--- config.mk ---
export PLATFORM = sky130hd
export DESIGN_NAME = imem_fetch
export DESIGN_NICKNAME = d
export VERILOG_FILES = /design/src/rtl/rv32i_types.sv /design/src/rtl/fetch_line_reg.sv /design/src/rtl/imem_fetch.sv
export SDC_FILE = /design/constraint.sdc
export NUM_CORES = 1
export LEC_CHECK = 0
export CAP_MARGIN = 20
export CORE_MARGIN = 4
export CORE_UTILIZATION = 51
export DETAILED_ROUTE_END_ITERATION = 10
export HOLD_SLACK_MARGIN = 0.05
export PLACE_DENSITY_LB_ADDON = 0.3
export SETUP_SLACK_MARGIN = 0.1
export SYNTH_ARGS = -nofsm -noshare
export SYNTH_HDL_FRONTEND = slang
export SYNTH_SLANG_ARGS = --single-unit
--- constraint.sdc ---
create_clock -name clk -period 4.9 [get_ports clk]
set_input_delay 0.98 -clock clk [delete_from_list [all_inputs] [get_ports clk]]
set_output_delay 0.98 -clock clk [all_outputs]
set_load 0.01 [all_outputs]
--- src/rtl/rv32i_types.sv ---
// Shared types for the instruction fetch path: word type, fetch FSM states,
// and the canonical NOP encoding (addi x0, x0, 0).
package rv32i_types;

    typedef logic [31:0] rv32i_word;

    typedef enum logic [1:0] {
        IDLE     = 2'd0,
        MEM_WAIT = 2'd1,
        RESP     = 2'd2
    } fetch_state_e;

    localparam rv32i_word NOP_ENC = 32'h0000_0013;

endpackage

--- src/rtl/fetch_line_reg.sv ---
// Single-entry instruction line buffer: one address/data pair plus a valid bit.
// Invalidate beats load on the valid bit so a flush racing a refill leaves it empty.
module fetch_line_reg
    import rv32i_types::*;
(
    input  logic      clk,
    input  logic      rst,
    input  logic      load,
    input  logic      inval,
    input  rv32i_word load_addr,
    input  rv32i_word load_data,
    output logic      line_valid,
    output rv32i_word line_addr,
    output rv32i_word line_data
);

    logic      line_valid_q, line_valid_d;
    rv32i_word line_addr_q, line_addr_d;
    rv32i_word line_data_q, line_data_d;

    always_comb begin
        line_valid_d = line_valid_q;
        line_addr_d  = line_addr_q;
        line_data_d  = line_data_q;
        if (load) begin
            line_valid_d = 1'b1;
            line_addr_d  = load_addr;
            line_data_d  = load_data;
        end
        if (inval) begin
            line_valid_d = 1'b0;
        end
    end

    always_ff @(posedge clk) begin
        if (rst) begin
            line_valid_q <= 1'b0;
        end else begin
            line_valid_q <= line_valid_d;
        end
    end

    // Address/data are qualified by the valid bit, so they need no reset.
    always_ff @(posedge clk) begin
        line_addr_q <= line_addr_d;
        line_data_q <= line_data_d;
    end

    assign line_valid = line_valid_q;
    assign line_addr  = line_addr_q;
    assign line_data  = line_data_q;

endmodule

--- src/rtl/imem_fetch.sv ---
// Instruction fetch front end: single-line buffer in front of instruction memory,
// misaligned-pc trap to NOP, and saturating hit/miss counters.
module imem_fetch
    import rv32i_types::*;
#(
    parameter rv32i_word NOP_INSTR = NOP_ENC,
    parameter int        CNT_W     = 16
) (
    input  logic             clk,
    input  logic             rst,
    input  rv32i_word        pc,
    input  logic             imem_read,
    output logic             imem_resp,
    output rv32i_word        instr,
    input  logic             flush,
    output rv32i_word        mem_addr,
    output logic             mem_read,
    input  rv32i_word        mem_rdata,
    input  logic             mem_resp,
    output logic             misaligned,
    output logic [CNT_W-1:0] hit_cnt,
    output logic [CNT_W-1:0] miss_cnt
);

    fetch_state_e     state_q, state_d;
    rv32i_word        req_addr_q, req_addr_d;
    logic             imem_resp_q, imem_resp_d;
    rv32i_word        instr_q, instr_d;
    rv32i_word        mem_addr_q, mem_addr_d;
    logic             mem_read_q, mem_read_d;
    logic             misaligned_q, misaligned_d;
    logic [CNT_W-1:0] hit_cnt_q, hit_cnt_d;
    logic [CNT_W-1:0] miss_cnt_q, miss_cnt_d;

    logic      line_load;
    logic      line_valid;
    rv32i_word line_addr;
    rv32i_word line_data;

    function automatic logic [CNT_W-1:0] sat_inc(input logic [CNT_W-1:0] c);
        return (c == {CNT_W{1'b1}}) ? c : c + CNT_W'(1);
    endfunction

    fetch_line_reg u_line (
        .clk        (clk),
        .rst        (rst),
        .load       (line_load),
        .inval      (flush),
        .load_addr  (req_addr_q),
        .load_data  (mem_rdata),
        .line_valid (line_valid),
        .line_addr  (line_addr),
        .line_data  (line_data)
    );

    always_comb begin
        state_d      = state_q;
        req_addr_d   = req_addr_q;
        imem_resp_d  = 1'b0;
        instr_d      = instr_q;
        mem_addr_d   = mem_addr_q;
        mem_read_d   = 1'b0;
        misaligned_d = 1'b0;
        hit_cnt_d    = hit_cnt_q;
        miss_cnt_d   = miss_cnt_q;
        line_load    = 1'b0;
        case (state_q)
            IDLE: begin
                if (imem_read) begin
                    req_addr_d = pc;
                    if (pc[1:0] != 2'b00) begin
                        state_d      = RESP;
                        imem_resp_d  = 1'b1;
                        misaligned_d = 1'b1;
                        instr_d      = NOP_INSTR;
                    // A flush in the accepting cycle must not let the stale line hit.
                    end else if (line_valid && !flush && (pc == line_addr)) begin
                        state_d     = RESP;
                        imem_resp_d = 1'b1;
                        instr_d     = line_data;
                        hit_cnt_d   = sat_inc(hit_cnt_q);
                    end else begin
                        state_d    = MEM_WAIT;
                        mem_read_d = 1'b1;
                        mem_addr_d = pc;
                        miss_cnt_d = sat_inc(miss_cnt_q);
                    end
                end
            end
            MEM_WAIT: begin
                if (mem_resp) begin
                    state_d     = RESP;
                    line_load   = 1'b1;
                    imem_resp_d = 1'b1;
                    instr_d     = mem_rdata;
                end else begin
                    mem_read_d = 1'b1;
                end
            end
            RESP: begin
                state_d = IDLE;
            end
            default: begin
                state_d = IDLE;
            end
        endcase
    end

    always_ff @(posedge clk) begin
        if (rst) begin
            state_q      <= IDLE;
            req_addr_q   <= '0;
            imem_resp_q  <= 1'b0;
            instr_q      <= '0;
            mem_addr_q   <= '0;
            mem_read_q   <= 1'b0;
            misaligned_q <= 1'b0;
            hit_cnt_q    <= '0;
            miss_cnt_q   <= '0;
        end else begin
            state_q      <= state_d;
            req_addr_q   <= req_addr_d;
            imem_resp_q  <= imem_resp_d;
            instr_q      <= instr_d;
            mem_addr_q   <= mem_addr_d;
            mem_read_q   <= mem_read_d;
            misaligned_q <= misaligned_d;
            hit_cnt_q    <= hit_cnt_d;
            miss_cnt_q   <= miss_cnt_d;
        end
    end

    assign imem_resp  = imem_resp_q;
    assign instr      = instr_q;
    assign mem_addr   = mem_addr_q;
    assign mem_read   = mem_read_q;
    assign misaligned = misaligned_q;
    assign hit_cnt    = hit_cnt_q;
    assign miss_cnt   = miss_cnt_q;

endmodule

==> flow_metrics.env <==
export IMPL_cts_made_buffers=17
export IMPL_grt_usage_pct=23.2
export IMPL_ir_drop_uv=245
export IMPL_drtIter0Drc=501
export IMPL_worstMarginPinSlew_ns=0.922
export IMPL_crit_cells=8
export IMPL_setup_violations=0
export IMPL_cts_resized=0
export IMPL_reg2reg_depth=6
export IMPL_ys_seq_elements=198
export IMPL_drtPass1Iterations=6
export IMPL_slowest_stage="clkdlybuf4s50_1"
export IMPL_postRouteAntennaNets=0
export IMPL_areaGrowthSynthToFinish_pct=28.8
export IMPL_fin_ws_ns=1.51
export IMPL_io_buffers=167
export IMPL_ys_seq_area_share_pct=56.9
export IMPL_die_y_um=134
export IMPL_drt_vias_per_instance=5.89
export IMPL_r2r_slack_ns=2.16
export IMPL_slew_violations=0
export IMPL_clk_pin_slew_ns=0.07
export IMPL_antenna_found_initial=0
export IMPL_synth_area_um2=8090
export IMPL_cp_start_kind="input pin"
export IMPL_boundaryPins=168
export IMPL_setup_worst_path_class="input pin to register"
export IMPL_drc=0
export IMPL_syn_instance_count=788
export IMPL_wl_per_cell_um=18.3
export IMPL_wl_mm=21.0
export IMPL_synth_distinct_cells=56
export IMPL_max_slew_margin_pct=38.5
export IMPL_reg2reg_from="state_q[0]"
export IMPL_period_needed_ns=3.39
export IMPL_cts_tree="done"
export IMPL_clock_path_buffers=2
export IMPL_synthTopCellsByArea="dfxtp_1 (33%), edfxtp_1 (24%), a21oi_1 (6.8%)"
export IMPL_synth_area_leader_cell="dfxtp_1"
export IMPL_crit_arrival_ns=3.75
export IMPL_hold_class="register to register"
export IMPL_cp_buffers_inverters=2
export IMPL_skew_ns=0.0137
export IMPL_numClockSinks=198
export IMPL_grt_pass1_vias=6460
export IMPL_cts_setup_buffers=0
export IMPL_clk_latency_ns=0.44
export IMPL_grt_max_degree=73
export IMPL_cp_required_ns=5.26
export IMPL_gp_congestion=0.797
export IMPL_rsz0062_at_grt="false"
export IMPL_rows=45
export IMPL_nets=992
export IMPL_regToRegEndpoint="miss_cnt[7]"
export IMPL_dieArea_um2=17900
export IMPL_final_cells=1145
export IMPL_synth_async_reset_ratio_pct=0
export IMPL_initial_core_util_pct=52.6
export IMPL_endpoint="mem_addr[18]"
export IMPL_post_place_ws_ns=1.08
export IMPL_syn_num_nets=859
export IMPL_synthFlopType="dfxtp_1"
export IMPL_synth_edf_count=64
export IMPL_status="finished clean"
export IMPL_dp_hpwl_mm=13.6
export IMPL_p_leak_nw=3.47
export IMPL_finalHoldViolations=0
export IMPL_slowest_delay_ns=0.57
export IMPL_fin_crit_sh_pct=69.1
export IMPL_crit_family="simple AND/OR/NAND/NOR gates"
export IMPL_grt_pass1_wl_mm=33.6
export IMPL_grt_remaining_overflow=0
export IMPL_diodes=0
export IMPL_die_x_um=134
export IMPL_coreArea_um2=15400
export IMPL_num_vias=6741
export IMPL_cp_max_fo=36
export IMPL_end_kind="register"
export IMPL_crit_chain="clkdlybuf4s50_1 -> xor2_1 -> nor4_1 -> and4_4 -> and3b_1 -> buf_4 -> o21ai_0 -> a21oi_1"
export IMPL_syn_avg_cell_area_um2=10.3
export IMPL_layout_common_cells="clkdlybuf4s50_1 (166), dfxtp_1 (134), a21oi_1 (110), nand2_1 (84), edfxtp_1 (64)"
export IMPL_synth_top_cell_area_share_pct=33.2
export IMPL_root_buffer="clkbuf_16"
export IMPL_final_common_cell="clkdlybuf4s50_1"
export IMPL_critPathLaunch="pc[1]"
export IMPL_dp_cells=1113
export IMPL_maxCapViolations=0
export IMPL_fmax_ghz=0.295
export IMPL_htree_levels=4
export IMPL_yosys_warnings=0
export IMPL_fin_setup_tns_ns=0
export IMPL_powerDensity_nw_per_um2=338
export IMPL_ctsHoldBuffers=0
export IMPL_drive_gt1_share_pct=7.92
==> power by group <==
group / switching [mW] / internal [mW]
clock network: 0.635 / 0.738
logic: 0.191 / 0.170
registers: 0.0324 / 1.75
total: 0.859 / 2.66
==> synth_stat cells, drive strengths merged (3+ instances only) <==
cell / instances
nand2b: 3
a21oi: 110
or4: 14
xor2: 32
and2: 4
nor4: 21
o22ai: 3
and3: 6
a31o: 5
buf: 19
o31ai: 14
a311oi: 30
dfxtp: 134
nor2: 22
nor2b: 8
o21ai: 35
nor3b: 4
or3: 5
nand2: 85
a22oi: 29
and4: 4
mux2: 8
nand3: 43
clkbuf: 46
edfxtp: 64
nand4: 8
nor3: 9
inv: 4
==> stage by stage <==
stage / power [mW] / instance area [um^2] / hold WS (ns) / util (%)
after global routing: 3.65 / 10400 / 0.438 / 67.8
after detailed placement: 2.18 / 9840 / 0.414 / 64.0
after global placement: 2.17 / 9840 / 0.409 / 64.0
after floorplan: 1.99 / 8090 / 0.408 / -
final: 3.52 / 10400 / 0.431 / 67.8
after CTS: 3.53 / 10400 / 0.428 / 67.8
==> how the worst min path moves through the flow <==
stage / startpoint / to / slack [ns] / cells after the start
floorplan: req_addr_q[0] / u_line.line_addr[0] / 0.41 / 0
global placement: req_addr_q[21] / u_line.line_addr[21] / 0.41 / 0
detailed placement: req_addr_q[17] / u_line.line_addr[17] / 0.41 / 0
CTS: req_addr_q[28] / u_line.line_addr[28] / 0.43 / 0
global route: req_addr_q[4] / u_line.line_addr[4] / 0.44 / 0
finish: req_addr_q[17] / u_line.line_addr[17] / 0.43 / 0
==> layout make-up <==
cell class | count | area, um^2
tap | 211 | 264
clock inverter | 12 | 119
multi-input combinational | 521 | 3190
inverter | 4 | 15.0
timing repair buffer | 179 | 1770
fill | 1207 | 4950
clock buffer | 20 | 457
sequential | 198 | 4600
==> cells by family (layout without fill, tap and decap cells) <==
group | count (synthesis) | count (layout) | synth area share, %
adders and majority gates | 2 | 2 | 0.309
AOI/OAI and AO/OA | 236 | 236 | 18.1
and+or+nand+nor | 242 | 242 | 16.0
muxes | 9 | 9 | 1.28
buffers and inverters | 69 | 215 | 3.88
xor gates and xnor gates | 32 | 32 | 3.46
DFF | 198 | 198 | 56.9
==> registers in the layout, summed over array words and instances, names as in the netlist <==
name and flops:
hit_cnt 16, imem_resp 1, instr 32, mem_addr 32, mem_read 1, misaligned 1, miss_cnt 16, req_addr_q 32
state_q 2, u_line.line_addr 32, u_line.line_data 32, u_line.line_valid 1
==> per-layer routing <==
metal  part of all wire, %  GRT usage, %  vias to the layer above
met1                    43          31.9                     3222
met3                   7.0          5.18                       28
met5                     0             0                        -
met2                    48          37.0                      280
li1                      -             -                     3211
met4                   1.7          6.97                        0
(Power assumes the default switching activity.)
